File: config.mk
export PLATFORM = sky130hd
export DESIGN_NAME = regfile_mbox_arbiter
export DESIGN_NICKNAME = d
export VERILOG_FILES = /design/src/rtl/regfile_mbox_arbiter.sv
export SDC_FILE = /design/constraint.sdc
export NUM_CORES = 1
export LEC_CHECK = 0
export CORE_MARGIN = 10
export CORE_UTILIZATION = 27
export CTS_CLUSTER_SIZE = 16
export DETAILED_ROUTE_END_ITERATION = 12
export GPL_TIMING_DRIVEN = 0
export PLACE_DENSITY_LB_ADDON = 0.2
export SYNTH_ARGS = -nofsm -noshare
export SYNTH_HDL_FRONTEND = slang
export SYNTH_SLANG_ARGS = --single-unit
File: constraint.sdc
create_clock -name axi_aclk -period 2.2 [get_ports axi_aclk]
set_input_delay 0.66 -clock axi_aclk [delete_from_list [all_inputs] [get_ports axi_aclk]]
set_output_delay 0.66 -clock axi_aclk [all_outputs]
set_load 0.005 [all_outputs]
File: src/rtl/regfile_mbox_arbiter.sv
// Mailbox arbiter: shares one PS-visible mailbox between N_REQ fabric requesters.
// It grants requesters round-robin, posts the winner's message with an 8-bit
// sequence number, and holds off the next grant until the PS echoes that number
// back, the PS disables the block, or the optional ack timeout expires.
module regfile_mbox_arbiter #(
  parameter int N_REQ          = 4,
  parameter int TIMEOUT_CYCLES = 1000000
) (
  input  logic                 axi_aclk,
  input  logic                 axi_aresetn,
  input  logic [N_REQ-1:0]     req,
  input  logic [N_REQ*32-1:0]  req_data,
  output logic [N_REQ-1:0]     gnt,
  input  logic [31:0]          host_ctrl,
  input  logic [31:0]          host_ack,
  output logic [31:0]          mbox_data,
  output logic [31:0]          mbox_status
);

  localparam int CNT_W = (TIMEOUT_CYCLES > 0) ? $clog2(TIMEOUT_CYCLES + 1) : 1;
  localparam logic [CNT_W-1:0] CNT_LAST =
    CNT_W'((TIMEOUT_CYCLES > 0) ? TIMEOUT_CYCLES - 1 : 0);

  typedef enum logic {IDLE, WAIT_ACK} state_t;

  state_t             state_q, state_d;
  logic [N_REQ-1:0]   gnt_q, gnt_d;
  logic [31:0]        mbox_data_q, mbox_data_d;
  logic [7:0]         seq_q, seq_d;
  logic [3:0]         src_q, src_d;
  logic [3:0]         rr_last_q, rr_last_d;
  logic               pending_q, pending_d;
  logic               en_q, en_d;
  logic [15:0]        tc_q, tc_d;
  logic [CNT_W-1:0]   wait_cnt_q, wait_cnt_d;

  logic               enable, clear_to;
  logic               ack_hit, to_hit;
  logic               win_found, hi_found;
  logic [3:0]         win_idx, hi_idx, lo_idx;
  logic [31:0]        win_data;
  logic               unused_bits;

  assign enable      = host_ctrl[0];
  assign clear_to    = host_ctrl[1];
  assign unused_bits = ^{host_ctrl[31:2], host_ack[31:8]};
  assign ack_hit     = (host_ack[7:0] == seq_q);
  assign to_hit      = (TIMEOUT_CYCLES != 0) && (wait_cnt_q == CNT_LAST);

  // Saturating increment so the timeout counter sticks at all-ones.
  function automatic logic [15:0] sat_inc16(input logic [15:0] v);
    return (v == 16'hFFFF) ? v : v + 16'd1;
  endfunction

  // Round-robin pick: lowest set req above rr_last, else lowest set req overall (wrap).
  always_comb begin
    hi_found  = 1'b0;
    hi_idx    = '0;
    lo_idx    = '0;
    win_found = 1'b0;
    for (int i = N_REQ - 1; i >= 0; i--) begin
      if (req[i]) begin
        if (i > int'(rr_last_q)) begin
          hi_found = 1'b1;
          hi_idx   = 4'(i);
        end
        win_found = 1'b1;
        lo_idx    = 4'(i);
      end
    end
    win_idx  = hi_found ? hi_idx : lo_idx;
    win_data = '0;
    for (int i = 0; i < N_REQ; i++) begin
      if (win_idx == 4'(i)) win_data = req_data[32*i +: 32];
    end
  end

  // FSM state register.
  always_ff @(posedge axi_aclk or negedge axi_aresetn) begin
    if (!axi_aresetn) state_q <= IDLE;
    else              state_q <= state_d;
  end

  // FSM next-state: leave WAIT_ACK on disable, matching ack or timeout.
  always_comb begin
    state_d = state_q;
    case (state_q)
      IDLE:     if (enable && win_found) state_d = WAIT_ACK;
      WAIT_ACK: if (!enable || ack_hit || to_hit) state_d = IDLE;
      default:  state_d = IDLE;
    endcase
  end

  // FSM outputs and mailbox datapath updates.
  always_comb begin
    gnt_d       = '0;
    mbox_data_d = mbox_data_q;
    seq_d       = seq_q;
    src_d       = src_q;
    rr_last_d   = rr_last_q;
    pending_d   = pending_q;
    wait_cnt_d  = wait_cnt_q;
    tc_d        = tc_q;
    en_d        = enable;
    case (state_q)
      IDLE: begin
        if (enable && win_found) begin
          for (int i = 0; i < N_REQ; i++) begin
            if (win_idx == 4'(i)) gnt_d[i] = 1'b1;
          end
          mbox_data_d = win_data;
          src_d       = win_idx;
          seq_d       = seq_q + 8'd1;
          pending_d   = 1'b1;
          wait_cnt_d  = '0;
        end
      end
      WAIT_ACK: begin
        // A disable abandons the post without advancing the rotation.
        if (!enable) begin
          pending_d = 1'b0;
        end else if (ack_hit) begin
          pending_d = 1'b0;
          rr_last_d = src_q;
        end else if (to_hit) begin
          pending_d = 1'b0;
          rr_last_d = src_q;
          tc_d      = sat_inc16(tc_q);
        end else begin
          wait_cnt_d = wait_cnt_q + CNT_W'(1);
        end
      end
      default: ;
    endcase
    if (clear_to) tc_d = '0;
  end

  // Mailbox and arbitration registers.
  always_ff @(posedge axi_aclk or negedge axi_aresetn) begin
    if (!axi_aresetn) begin
      gnt_q       <= '0;
      mbox_data_q <= '0;
      seq_q       <= '0;
      src_q       <= '0;
      rr_last_q   <= 4'(N_REQ - 1);
      pending_q   <= 1'b0;
      wait_cnt_q  <= '0;
      tc_q        <= '0;
      en_q        <= 1'b0;
    end else begin
      gnt_q       <= gnt_d;
      mbox_data_q <= mbox_data_d;
      seq_q       <= seq_d;
      src_q       <= src_d;
      rr_last_q   <= rr_last_d;
      pending_q   <= pending_d;
      wait_cnt_q  <= wait_cnt_d;
      tc_q        <= tc_d;
      en_q        <= en_d;
    end
  end

  assign gnt         = gnt_q;
  assign mbox_data   = mbox_data_q;
  assign mbox_status = {tc_q, 2'b00, en_q, pending_q, src_q, seq_q};

endmodule

Yosys cells after proc, flatten, opt, wreduce, memory -nomap -nowiden
Cells that the tools add are included.
{"block": "op_classes", "addsub": 3, "magnitude_cmp": 3, "eq_ne": 13, "n_mux": 52, "bitwise_logic": 1, "n_reduce_logical": 14}
{"op": "$mux W32", "n": 4}
{"op": "$mux W16", "n": 6}
{"op": "$mux W20", "n": 4}
{"op": "$mux W4", "n": 13}
{"op": "$pmux W20 S2", "n": 1}
{"op": "$add A20 B1 Y20 const B", "n": 1}
{"op": "$eq A20 B20 Y1 const B", "n": 1}
{"op": "$mux W1", "n": 20}
{"op": "$add A16 B1 Y16 const B", "n": 1}
{"op": "$eq A16 B16 Y1 const B", "n": 1}
{"op": "$ne A2 B2 Y1 const B", "n": 6}
{"op": "$add A8 B1 Y8 const B", "n": 1}
{"op": "$eq A4 B2 Y1 const B", "n": 2}
{"op": "$eq A8 B8 Y1", "n": 1}
{"op": "$gt A2 B4 Y1 const A", "n": 2}
{"op": "$reduce_bool A2 Y1", "n": 4}
{"op": "$reduce_and A5 Y1", "n": 1}
{"op": "$eq A4 B1 Y1 const B", "n": 1}
{"op": "$gt A1 B4 Y1 const A", "n": 1}
{"op": "$logic_not A4 Y1", "n": 1}
{"op": "$mux W2", "n": 2}
{"op": "$ne A4 B2 Y1 const B", "n": 1}
{"op": "$pmux W1 S2", "n": 2}
{"op": "$reduce_and A2 Y1", "n": 2}
{"op": "other kinds (6)", "n": 7}
{"block": "totals", "ff_bits": 91, "input_bits": 198, "out_inout_bits": 68, "elab_cells": 96}

Longest topological paths before layout
{"block": "logic_depth", "word_depth": 13, "mapped_depth": 9, "mapped_depth_nobuf": 6}

Worst setup path after synthesis
No wires, ideal clock.
{"block": "synth_timing", "path_type": "input port to flip-flop", "from": "input req[2]", "to": "register mbox_data_q[0] (netlist: mbox_data[0])", "setup_time_ns": 0.126, "arrival_time_ns": 2.094, "required_ns": 2.074, "slack_ns": -0.020, "cell_stages": 7, "path_buffers": 2, "cell_sequence": "nor2b_2 o21ai_1 a21o_1 buf_6 buf_6 mux2_4 a221o_1"}
{"block": "synth_via", "elab_chain_len": 9, "word_cells_on_any_way": 23, "classes_between": "eq/ne: 3; mux: 17; reduce/logical: 3"}
{"item": "start: declaration", "line_no": "11", "text": "input logic [N_REQ-1:0] req,"}
{"item": "$mux W4 or $mux W1 (tied branches)", "line_no": "62", "text": "if (req[i]) begin"}
{"item": "$mux W4, or another cell as far along", "line_no": "62"}
{"item": "$mux W4 or $mux W1 (tied branches)", "line_no": "62"}
{"item": "$mux W4", "line_no": "71", "text": "win_idx = hi_found ? hi_idx : lo_idx;"}
{"item": "$logic_not A4 Y1", "line_no": "74", "text": "if (win_idx == 4'(i)) win_data = req_data[32*i +: 32];"}
{"item": "$mux W32 (4 in a row)", "line_no": "74"}
{"item": "end signal: assignment", "line_no": "152", "text": "mbox_data_q <= mbox_data_d;"}
{"item": "end: declaration", "line_no": "28", "text": "logic [31:0] mbox_data_q, mbox_data_d;"}
Parallel ways exist; a longest one is shown, timed or not.
A chain may end at the register's enable or synchronous reset.

Worst setup path after layout
{"block": "layout_timing", "from": "register rr_last_q[1]", "to": "register mbox_data_q[25] (netlist: mbox_data[25])"}
{"block": "layout_via", "elab_chain_len": 13, "word_cells_on_any_way": 24, "classes_between": "order compare: 3; eq/ne: 3; mux: 17; reduce/logical: 1"}
{"item": "start: declaration", "line_no": "31", "text": "logic [3:0] rr_last_q, rr_last_d;"}
{"item": "start signal: assignment", "line_no": "145", "text": "rr_last_q <= 4'(N_REQ - 1);"}
{"item": "start signal: assignment", "line_no": "155", "text": "rr_last_q <= rr_last_d;"}
{"item": "$gt A2 B4 Y1", "line_no": "63", "text": "if (i > int'(rr_last_q)) begin"}
{"item": "$mux W2 or $mux W1 (tied branches)", "line_no": "63"}
{"item": "$mux W4 or $mux W1 (tied branches)", "line_no": "62"}
{"item": "$mux W4 or $mux W1 (tied branches)", "line_no": "63"}
{"item": "$mux W4 or $mux W1 (tied branches)", "line_no": "62"}
{"item": "$mux W4 or $mux W1 (tied branches)", "line_no": "63"}
{"item": "$mux W4 or $mux W1 (tied branches)", "line_no": "62"}
{"item": "$mux W4 *", "line_no": "71"}
{"item": "$logic_not A4 Y1", "line_no": "74"}
{"item": "$mux W32 (3 in a row)", "line_no": "74"}
{"item": "$mux W32 *", "line_no": "74"}
Mark *: on every way between the ends. The rest lies on a longest branch, timed or not.

==> results summary <==
The run finished, with violations left. The final reports fail on negative setup slack. TritonCTS built the clock tree.

The detailed router placed 5483 vias in this run. At the end of routability-driven placement, the weighted congestion stood at 0.826. The number of max-capacitance violations reported came out at 0. Row generation in the floorplan step produced 51 rows. The maximum resistive drop on vdd is between 0.3 and 0.4 mV. On the critical path, the stage with the largest delay is an instance of sky130_fd_sc_hd__dfstp_2.

The register area share after synthesis is 0.399. The initial detailed-routing violation count came out at 326. The overall die width came out at 162 um. The worst hold-check path type is input pin to async pin. The number of inserted diodes is 0.

The endpoint identified for the worst register-to-register timing path is mbox_data[25]$_DFFE_PN0P_. The startpoint of the lowest-slack register-to-register path is rr_last_q[1]$_DFFE_PN1P_. The detailed placement HPWL is 16900 um. The global routing usage summed across all routing layers came out at 0.161. By area the synthesized netlist is led by sky130_fd_sc_hd__dfrtp_1 39%, sky130_fd_sc_hd__nand3_1 5.0%, sky130_fd_sc_hd__mux2i_1 4.8%, sky130_fd_sc_hd__a221o_1 3.3%, sky130_fd_sc_hd__mux2_4 3.3%.

The maximum fanout along the worst path came out at 6. The remaining global-route overflow came out at 0. The layout cell share with drive strength beyond 1 came out at 0.180. The max-slew violation count is 0. The arrival time at the worst endpoint is ~2500 ps. Setup slack on the critical path of the routed design comes to -16.5 ps. The area growth from synthesis to layout is 60.8%. The post-synthesis async set-or-reset flop share is 1.00.

Dividing the detail-routed wire length by the instance count gives 20.7 um. The global-route wire length before repair is 33600 um. The number of synthesized register bits is 87. The die covers 0.0263 mm2. The worst pin sits at a relative slew slack of 0.632. The most used flip-flop cell after synthesis is sky130_fd_sc_hd__dfrtp_1. Of the post-synthesis cell area, the dominant cell type holds 0.389. The fraction of the core area covered by cells at the end of the flow is 0.447. The final instance area came out at 0.00879 mm2.

Data on the critical path is required at its endpoint by 2430 ps. Dividing the final minimum period by the clock period gives 1.01. The cell leakage power is 0.00349 uW. The tree is rooted in a sky130_fd_sc_hd__clkbuf_16.

The total clock buffers created by CTS came out at 9. The count of flip-flops with a built-in enable after synthesis came out at 0. The maximum number of pins on one net before global-route repair came out at 62. Counting every instance in the synthesized netlist gives 563. No sink is reached through more buffers than the 2 on the longest clock path. The number of filler instances in the final layout came out at ~2000.

Setup repair after global routing could not meet its margin everywhere. The clock skew is between 10 and 15 ps. The count of nets left with antenna violations once routing finished came out at 0.

The clock latency at the later pin of the worst-skew pair came out at 350 ps. The cell area power density came out at 669 mW/mm2. The placed cell area came out at 0.00791 mm2. The number of antenna violations at the first check in global routing came to 0. The worst setup path is captured at a register. The count of nets after finishing is 1002. The average vias per placed instance came out at 5.12.

Pin placement for this block handled 266 I/O pins. Clock-pin slew was measured on the worst setup and hold paths at 70 ps. The floorplan step set the die height to 162 um. The count of endpoints failing hold in the final timing report is 0.

The netlist area before placement is about 0.0055 mm2. The worst register-to-register path has a setup slack of -20 ps. The worst reg-to-reg path cell count came out at 8. CTS saw 87 sinks. The time the worst path needs with I/O delays and setup came out at approximately 2200 ps. The core region area is 0.0197 mm2. Of all cell types, the one taking the most synthesized area is sky130_fd_sc_hd__dfrtp_1.

After detailed routing, the total wire length is between 20000 and 25000 um. The iteration count of the initial detailed-routing pass came out at 4. After synthesis, the netlist uses between 50 and 60 different library cells.

Setup violations remaining at the end of the flow were counted as 3. The stage delay of the slowest cell on the critical path came out at about 540 ps. The initial cell density of the core came out at 0.278. The total number of H-tree levels came out at 3. The number of global-route vias before repair was slightly below 6000. The critical path goes through buf_8, mux2i_4, o22ai_4, a21o_1, buf_6, buf_12, mux2_4, a221o_1. STA classifies the critical path startpoint as a register. The count of input and output buffers is 207. The classification of the worst setup path is register to register. Yosys printed 0 warnings. Static timing analysis puts the maximum clock frequency at 451 MHz.

For the pin with the worst max-slew slack, the measured transition is 552 ps. The post-detailed-route DRC marker count is 0. The average cell area after synthesis came out at 9.71 um2.
[layout by cell type (no fill, tap or decap), drive strengths merged, types with 15 or more instances in the layout]
master,count
and2,15
nor2,18
clkbuf,28
mux2i,26
a221o,18
buf,52
nand2,37
o211ai,18
nand3,55
or4,19
a21oi,15
mux2,24
dfrtp,85
clkdlybuf4s50,202
[cell type report]
type / instances / area, um2 / area share
timing repair buffer: 225 / 2260 / 0.257
clock buffer: 10 / 239 / 0.0272
buffer: 49 / 392 / 0.0446
multi-input combinational: 418 / 3250 / 0.370
clock inverter: 6 / 91.3 / 0.0104
inverter: 11 / 45.0 / 0.00513
sequential: 87 / 2180 / 0.248
tap: 265 / 332 / 0.0377
[through the flow]
| stage | worst slack, ps | cells | total power [uW] | setup TNS (ps) | hold WS [ps] |
|---|---|---|---|---|---|
| final | -16.5 | 1071 | 5880 | -18.0 | 245 |
| after floorplan | 11.1 | 566 | 2860 | 0 | 364 |
| after CTS | -43.4 | 1066 | 5860 | -301 | 250 |
| after detailed placement | -907 | 1039 | 4000 | -62830 | 452 |
| after global placement | -3170 | 1038 | 4000 | -333890 | 441 |
| after global routing | -72.9 | 1071 | 6210 | -1010 | 269 |
[sequential cells by signal (all words and copies together), names as in the netlist]
| signal | flops |
|---|---|
| gnt | 4 |
| en_q | 1 |
| rr_last_q | 2 |
| seq_q | 8 |
| src_q | 2 |
| pending_q | 1 |
| tc_q | 16 |
| wait_cnt_q | 20 |
| mbox_data | 32 |
| state_q | 1 |
[metal layers]
metal / track usage / wire length, um / up-vias
li1: - / - / 2642
met1: 0.188 / 8980 / 2600
met2: 0.261 / 10400 / 221
met3: 0.0766 / 2390 / 20
met4: 0.0405 / 323 / 0
met5: 0 / 0 / -
[logic make-up after synthesis]
logic type / count (synthesis) / share of synthesized area
xor+xnor: 16 / 0.0256
flops: 87 / 0.399
other cells: 1 / 0.000686
simple gates: 207 / 0.209
fa+ha+maj: 3 / 0.00687
mux: 50 / 0.105
buf+inv: 61 / 0.0577
compound gates: 138 / 0.196
[power breakdown]
group	total, uW	leakage, uW	internal, uW	switching [uW]
Combinational	2050	0.00220	1200	851
Sequential	2100	0.00113	1860	240
Clock	1730	0.000163	1040	693
[how the worst max path moves through the flow]
stage,depth (start not counted),startpoint,to
global placement,1,axi_aresetn,mbox_data[3]$_DFFE_PN0P_
global route,7,wait_cnt_q[15]$_DFFE_PN0P_,tc_q[5]$_DFFE_PN0P_
floorplan,7,req[0],mbox_data[25]$_DFFE_PN0P_
detailed placement,8,req[2],mbox_data[14]$_DFFE_PN0P_
finish,8,rr_last_q[1]$_DFFE_PN1P_,mbox_data[25]$_DFFE_PN0P_
CTS,8,rr_last_q[1]$_DFFE_PN1P_,mbox_data[24]$_DFFE_PN0P_
[cell usage after synthesis (2+ instances only)]
cell / count
sky130_fd_sc_hd__o2111ai_1: 13
sky130_fd_sc_hd__o21bai_1: 10
sky130_fd_sc_hd__and4_1: 7
sky130_fd_sc_hd__a32oi_1: 10
sky130_fd_sc_hd__and2_1: 14
sky130_fd_sc_hd__nor2_1: 18
sky130_fd_sc_hd__nor3_1: 3
sky130_fd_sc_hd__nand2_1: 37
sky130_fd_sc_hd__nor4b_1: 2
sky130_fd_sc_hd__nand2b_1: 12
sky130_fd_sc_hd__o41ai_1: 4
sky130_fd_sc_hd__nand4b_1: 2
sky130_fd_sc_hd__mux2i_1: 26
sky130_fd_sc_hd__inv_1: 10
sky130_fd_sc_hd__nor4_1: 5
sky130_fd_sc_hd__dfstp_2: 2
sky130_fd_sc_hd__xor2_1: 2
sky130_fd_sc_hd__buf_6: 4
sky130_fd_sc_hd__and3_1: 7
sky130_fd_sc_hd__nor2b_1: 5
sky130_fd_sc_hd__buf_4: 6
sky130_fd_sc_hd__o211ai_1: 18
sky130_fd_sc_hd__mux2_4: 12
sky130_fd_sc_hd__buf_2: 24
sky130_fd_sc_hd__a211oi_1: 11
sky130_fd_sc_hd__o31ai_1: 13
sky130_fd_sc_hd__a221o_1: 18
sky130_fd_sc_hd__mux2_2: 12
sky130_fd_sc_hd__o311ai_0: 7
sky130_fd_sc_hd__or2_2: 2
sky130_fd_sc_hd__a21o_1: 3
sky130_fd_sc_hd__clkbuf_1: 15
sky130_fd_sc_hd__xnor2_1: 14
sky130_fd_sc_hd__ha_1: 3
sky130_fd_sc_hd__nand3_1: 55
sky130_fd_sc_hd__o21ai_0: 7
sky130_fd_sc_hd__nand4_1: 14
sky130_fd_sc_hd__dfrtp_1: 85
sky130_fd_sc_hd__or4_1: 19
sky130_fd_sc_hd__a21oi_1: 15
[critical path, delay by kind of cell (launching register included)]
kind                   cells  cell delay, ps
AOI/OAI and AO/OA          3             570
buffers and inverters      3             410
DFF                        1             540
muxes                      2             570
[what timing repair did]
action	in CTS	in global routing
setup buffers	12	4
resized for setup	60	62
hold buffers	0	0
setup endpoints to repair	83	63
hold endpoints to repair	0	0
pin swaps	9	24
gates cloned	0	1
(Power assumes the default switching activity.)
